### src/rtl/demux_1to2_stream_pkg.sv
// Shared definitions for the 1-to-2 stream demux: FSM encodings and route select constants.
// Latency: none (types and constants only).
// Backpressure: not applicable.
package demux_1to2_stream_pkg;

  // Packet routing state. 2'd3 is never entered and behaves like ST_IDLE.
  typedef enum logic [1:0] {
    ST_IDLE    = 2'd0,
    ST_ROUTE_A = 2'd1,
    ST_ROUTE_B = 2'd2
  } state_t;

  // Destination select values carried on in_sel.
  localparam logic SEL_A = 1'b0;
  localparam logic SEL_B = 1'b1;

  // Route for the beat currently on the input: locked mid-packet, taken from sel otherwise.
  function automatic logic route_of(input state_t st, input logic sel);
    logic r;
    case (st)
      ST_ROUTE_A: r = SEL_A;
      ST_ROUTE_B: r = SEL_B;
      default:    r = sel;
    endcase
    return r;
  endfunction

endpackage

### src/rtl/demux_1to2_stream_reg_slice_1.sv
// One-entry valid/ready register slice holding a data beat and its last flag.
// Latency: 1 cycle from load to out_valid.
// Backpressure: free = !out_valid || out_ready, so a drain and a load in the same cycle give no bubble.
module reg_slice_1 #(
  parameter int WIDTH = 8
) (
  input  logic             clk,
  input  logic             rst,
  input  logic             load,
  input  logic [WIDTH-1:0] load_data,
  input  logic             load_last,
  output logic             free,
  output logic             out_valid,
  input  logic             out_ready,
  output logic [WIDTH-1:0] out_data,
  output logic             out_last
);

  // The slice can take a new beat when empty or when its current beat leaves this cycle.
  assign free = !out_valid || out_ready;

  // Valid flag: set on load, cleared on a drain without a replacement beat.
  always_ff @(posedge clk) begin
    if (rst) begin
      out_valid <= 1'b0;
    end else if (load) begin
      out_valid <= 1'b1;
    end else if (out_ready) begin
      out_valid <= 1'b0;
    end
  end

  // Payload and last flag only change on load, so they stay stable under backpressure
  // and keep the last delivered beat after a drain.
  always_ff @(posedge clk) begin
    if (rst) begin
      out_data <= '0;
      out_last <= 1'b0;
    end else if (load) begin
      out_data <= load_data;
      out_last <= load_last;
    end
  end

endmodule

### src/rtl/demux_1to2_stream.sv
// Steers each input packet to port A or B (route picked on the first beat, held to the last); optional beat counters under DEMUX_CNT_EN.
// Latency: 1 cycle from input acceptance to x_valid; 1 beat/cycle per route.
// Backpressure: in_ready follows only the currently routed slice; the other port drains independently.
module demux_1to2_stream
  import demux_1to2_stream_pkg::*;
#(
  parameter int WIDTH = 8
`ifdef DEMUX_CNT_EN
  ,
  parameter int CNT_W = 16
`endif
) (
  input  logic             clk,
  input  logic             rst,
  input  logic             in_valid,
  output logic             in_ready,
  input  logic [WIDTH-1:0] in_data,
  input  logic             in_sel,
  input  logic             in_last,
  output logic             a_valid,
  input  logic             a_ready,
  output logic [WIDTH-1:0] a_data,
  output logic             a_last,
  output logic             b_valid,
  input  logic             b_ready,
  output logic [WIDTH-1:0] b_data,
  output logic             b_last
`ifdef DEMUX_CNT_EN
  ,
  input  logic             cnt_clr,
  output logic [CNT_W-1:0] a_cnt,
  output logic [CNT_W-1:0] b_cnt
`endif
);

  state_t state_q;
  state_t state_d;
  logic   route;
  logic   accept;
  logic   a_free;
  logic   b_free;
  logic   a_load;
  logic   b_load;

  // Route select and input handshake; in IDLE this is combinational on in_sel.
  assign route    = route_of(state_q, in_sel);
  assign in_ready = !rst && ((route == SEL_B) ? b_free : a_free);
  assign accept   = in_valid && in_ready;
  assign a_load   = accept && (route == SEL_A);
  assign b_load   = accept && (route == SEL_B);

  // Packet state register; reset abandons any partial packet.
  always_ff @(posedge clk) begin
    if (rst) begin
      state_q <= ST_IDLE;
    end else begin
      state_q <= state_d;
    end
  end

  // Next state: lock the route on a non-final first beat, release it on the last beat.
  always_comb begin
    state_d = state_q;
    case (state_q)
      ST_ROUTE_A, ST_ROUTE_B: begin
        if (accept && in_last) begin
          state_d = ST_IDLE;
        end
      end
      default: begin
        state_d = ST_IDLE;
        if (accept && !in_last) begin
          state_d = (in_sel == SEL_B) ? ST_ROUTE_B : ST_ROUTE_A;
        end
      end
    endcase
  end

  reg_slice_1 #(.WIDTH(WIDTH)) u_slice_a (
    .clk       (clk),
    .rst       (rst),
    .load      (a_load),
    .load_data (in_data),
    .load_last (in_last),
    .free      (a_free),
    .out_valid (a_valid),
    .out_ready (a_ready),
    .out_data  (a_data),
    .out_last  (a_last)
  );

  reg_slice_1 #(.WIDTH(WIDTH)) u_slice_b (
    .clk       (clk),
    .rst       (rst),
    .load      (b_load),
    .load_data (in_data),
    .load_last (in_last),
    .free      (b_free),
    .out_valid (b_valid),
    .out_ready (b_ready),
    .out_data  (b_data),
    .out_last  (b_last)
  );

`ifdef DEMUX_CNT_EN
  // Per-port delivered-beat counters; clear wins over a same-cycle increment, wrap is natural.
  always_ff @(posedge clk) begin
    if (rst || cnt_clr) begin
      a_cnt <= '0;
      b_cnt <= '0;
    end else begin
      if (a_valid && a_ready) begin
        a_cnt <= a_cnt + 1'b1;
      end
      if (b_valid && b_ready) begin
        b_cnt <= b_cnt + 1'b1;
      end
    end
  end
`endif

endmodule

### config.mk
export PLATFORM = sky130hd
export DESIGN_NAME = demux_1to2_stream
export DESIGN_NICKNAME = d
export VERILOG_FILES = /design/src/rtl/demux_1to2_stream_pkg.sv /design/src/rtl/demux_1to2_stream_reg_slice_1.sv /design/src/rtl/demux_1to2_stream.sv
export SDC_FILE = /design/constraint.sdc
export NUM_CORES = 1
export LEC_CHECK = 0
export ABC_CLOCK_PERIOD_IN_PS = 1950
export CAP_MARGIN = 20
export CORE_MARGIN = 3
export CORE_UTILIZATION = 41
export DETAILED_ROUTE_END_ITERATION = 8
export GPL_TIMING_DRIVEN = 0
export PLACE_DENSITY_LB_ADDON = 0.12
export REMOVE_ABC_BUFFERS = 1
export SYNTH_ARGS = -nofsm -noshare
export SYNTH_HDL_FRONTEND = slang
export SYNTH_SLANG_ARGS = --single-unit
### constraint.sdc
create_clock -name clk -period 1.95 [get_ports clk]
set_input_delay 0.2925 -clock clk [delete_from_list [all_inputs] [get_ports clk]]
set_output_delay 0.2925 -clock clk [all_outputs]
set_load 0.02 [all_outputs]
==> metrics.txt <==
vias per cell 4.79; Initial Utilization between 40 and 50%; P per Cell Area between 600 and 700 nW/um^2; io pins 36; Max-Cap Viols 0; largest net degree at the start of global routing 26; H-tree levels 1; # nets final around 140; first-pass detailed-route iteration total 2; Hold Buf Count CTS 0; Reg clk slew, reported paths 0.11 ns; TritonCTS clock tree done; # diodes 0; synthesized cell area slightly below 900 sq um; Int Pwr a little over 600 uW; total global routing overflow 0; Switching Share between 20% and 30%; hold crit path type reg2reg; CTS Root Cell clkbuf_4; Clk Latency, worst-skew pair roughly 0.29 ns; setup TNS -0.0374 ns; Post-Syn Area per Cell between 10 and 15 sq um; Placer Congestion between 0.6 and 0.7; crit share post-route 102%; Core Rows 16; final wirelength approximately 1800 um; routed vias 700; post-synthesis sequential area ratio 50.1%; Sink Count 22; clk buf depth 2; DR WL/cell roughly 12 um; Synth Register Bits 22; Syn. warnings 0; Flop pwr share between 50% and 60%; most frequent cells in the layout 33 x clkdlybuf4s50_1, 21 x dfxtp_1, 20 x nor2_1; Crit Path Category reg2out; DRC viols 0; setup violators final 1; vias in the first global route between 600 and 700; layout cells sized above 1 11.8%; port bufs 35; first-pass GRT wire length between 2000 and 3000 um; setup ws final -0.0374 ns; die area around 2700 sq um; Die Wd approximately 52 um; Setup crit end kind output port; Mapped Cells 83; initial antenna violation count 0; VDD IR-drop max around 0.00043 V; CP required 1.66 ns; antenna-violating nets left 0; fmax ~0.50 GHz; fillers between 150 and 200; crit-path max FO 4; slew margin rel. 66.5%; Switching Power between 150 and 200 uW; RSZ-0062 raised after global routing yes; Worst setup SP type flip-flop; Leak between 0.0005 and 0.0006 uW; Core Area 2000 sq um; power consumption approximately 800 uW; Distinct cells, synth 18; clock group share of total power approximately a quarter; Slew Viols, Final 0; Worst R2R Setup Slack 0.17 ns; Final min period 1.99 ns; Synth-to-Final Area Change 48.9%; Post-DP HPWL ~1200 um; Clock Skews 0.00263 ns; most common cell after layout, fill and taps aside clkdlybuf4s50_1; failing checks setup timing; Total GRT Usage between 10 and 15%; Tightest Pin Transition between 0.5 and 0.6 ns; final hold violations 0; WP data arrival 1.69 ns; Inserted Clock Buffers 3; Gate power share about a fifth; status finished, violations left; die extent in y 52.3 um; 1st-iter DRT viols 3
## sequential cells by signal, summed over array words and instances, names as in the netlist
name and flops:
u_slice_a.out_data 8, u_slice_b.out_data 8, state_q 2, u_slice_a.out_last 1
u_slice_a.out_valid 1, u_slice_b.out_last 1, u_slice_b.out_valid 1
## area by class of cell
class	instances	area, sq um	area share [%]
clock buffers	3	22.5	1.72
inverters	2	7.51	0.573
multi-input cells	55	447	34.1
flip-flops and latches	22	442	33.7
well taps	27	33.8	2.58
repair buffers	37	358	27.3
## logic make-up after synthesis
group,after synthesis,synth area share [%]
compound gates,7,6.26
mux,20,23.2
flops,22,50.1
simple gates,27,15.9
fa+ha+maj,1,1.42
buf+inv,6,3.13
## synthesized netlist by cell type
| library cell | n | share of area, % |
|---|---|---|
| and2b_1 | 1 | 0.85 |
| a2111oi_0 | 2 | 2.0 |
| and3b_1 | 1 | 1.0 |
| nand3_2 | 1 | 1.1 |
| clkbuf_1 | 2 | 0.85 |
| nand3b_4 | 1 | 2.3 |
| buf_4 | 1 | 0.85 |
| a31o_1 | 2 | 2.0 |
| buf_2 | 1 | 0.57 |
| dfxtp_1 | 22 | 50 |
| nand2b_1 | 3 | 2.1 |
| mux2i_1 | 19 | 22 |
| a21bo_1 | 1 | 1.1 |
| nor2_1 | 20 | 8.5 |
| inv_1 | 2 | 0.85 |
| mux2i_2 | 1 | 1.6 |
| a21oi_1 | 2 | 1.1 |
| ha_1 | 1 | 1.4 |
## stage by stage
stage	hold WS, ns	cell area [sq um]	utilization (%)	setup slack, ns	instances
6_report	0.494	1310	65.4	-0.0374	146
5_1_grt	0.528	1310	65.4	-0.148	146
4_1_cts	0.501	1290	64.6	-0.0752	144
3_5_place_dp	0.475	1240	62.1	-0.829	141
3_3_place_gp	0.460	1240	62.1	-0.782	141
2_1_floorplan	0.362	860	-	0.0328	79
## worst max-delay path, cell delays in order, from the launching register on
cell and delay [ns]:
dfxtp_2 0.35, inv_2 0.04, ha_4 0.28, mux2i_4 0.29
mux2i_1 0.21, nor2_1 0.05, buf_4 0.17
## per-layer routing
metal  global-route usage (%)  wire length [um]
met5                        0                 0
met4                     6.38                10
met3                     4.56               104
met2                     22.5               828
met1                     19.6               866
## power by group through the flow
stage / Sequential [uW] / Combinational, uW / Clock (uW)
floorplan: 501 / 49.8 / 0
global placement: 482 / 145 / 0
detailed placement: 483 / 146 / 0
CTS: 473 / 151 / 205
global route: 475 / 166 / 221
finish: 473 / 153 / 192
## final timing paths
check,from,to,cells past startpoint
max,state_q[0]$_SDFFE_PP0P_,in_ready,6
min,state_q[0]$_SDFFE_PP0P_,state_q[0]$_SDFFE_PP0P_,1
max reg2reg,state_q[0]$_SDFFE_PP0P_,u_slice_b.out_data[7]$_SDFFE_PP0P_,6
min reg2reg,state_q[0]$_SDFFE_PP0P_,state_q[0]$_SDFFE_PP0P_,1
## timing repair
item | 4_1_cts | 5_1_grt
setup endpoints to repair | 20 | 10
gates resized for setup | 11 | 4
endpoints found under the hold margin | 0 | 0
pin swaps | 1 | 2
setup buffers | 0 | 2
Note: power is estimated with default switching activity, not from simulation.
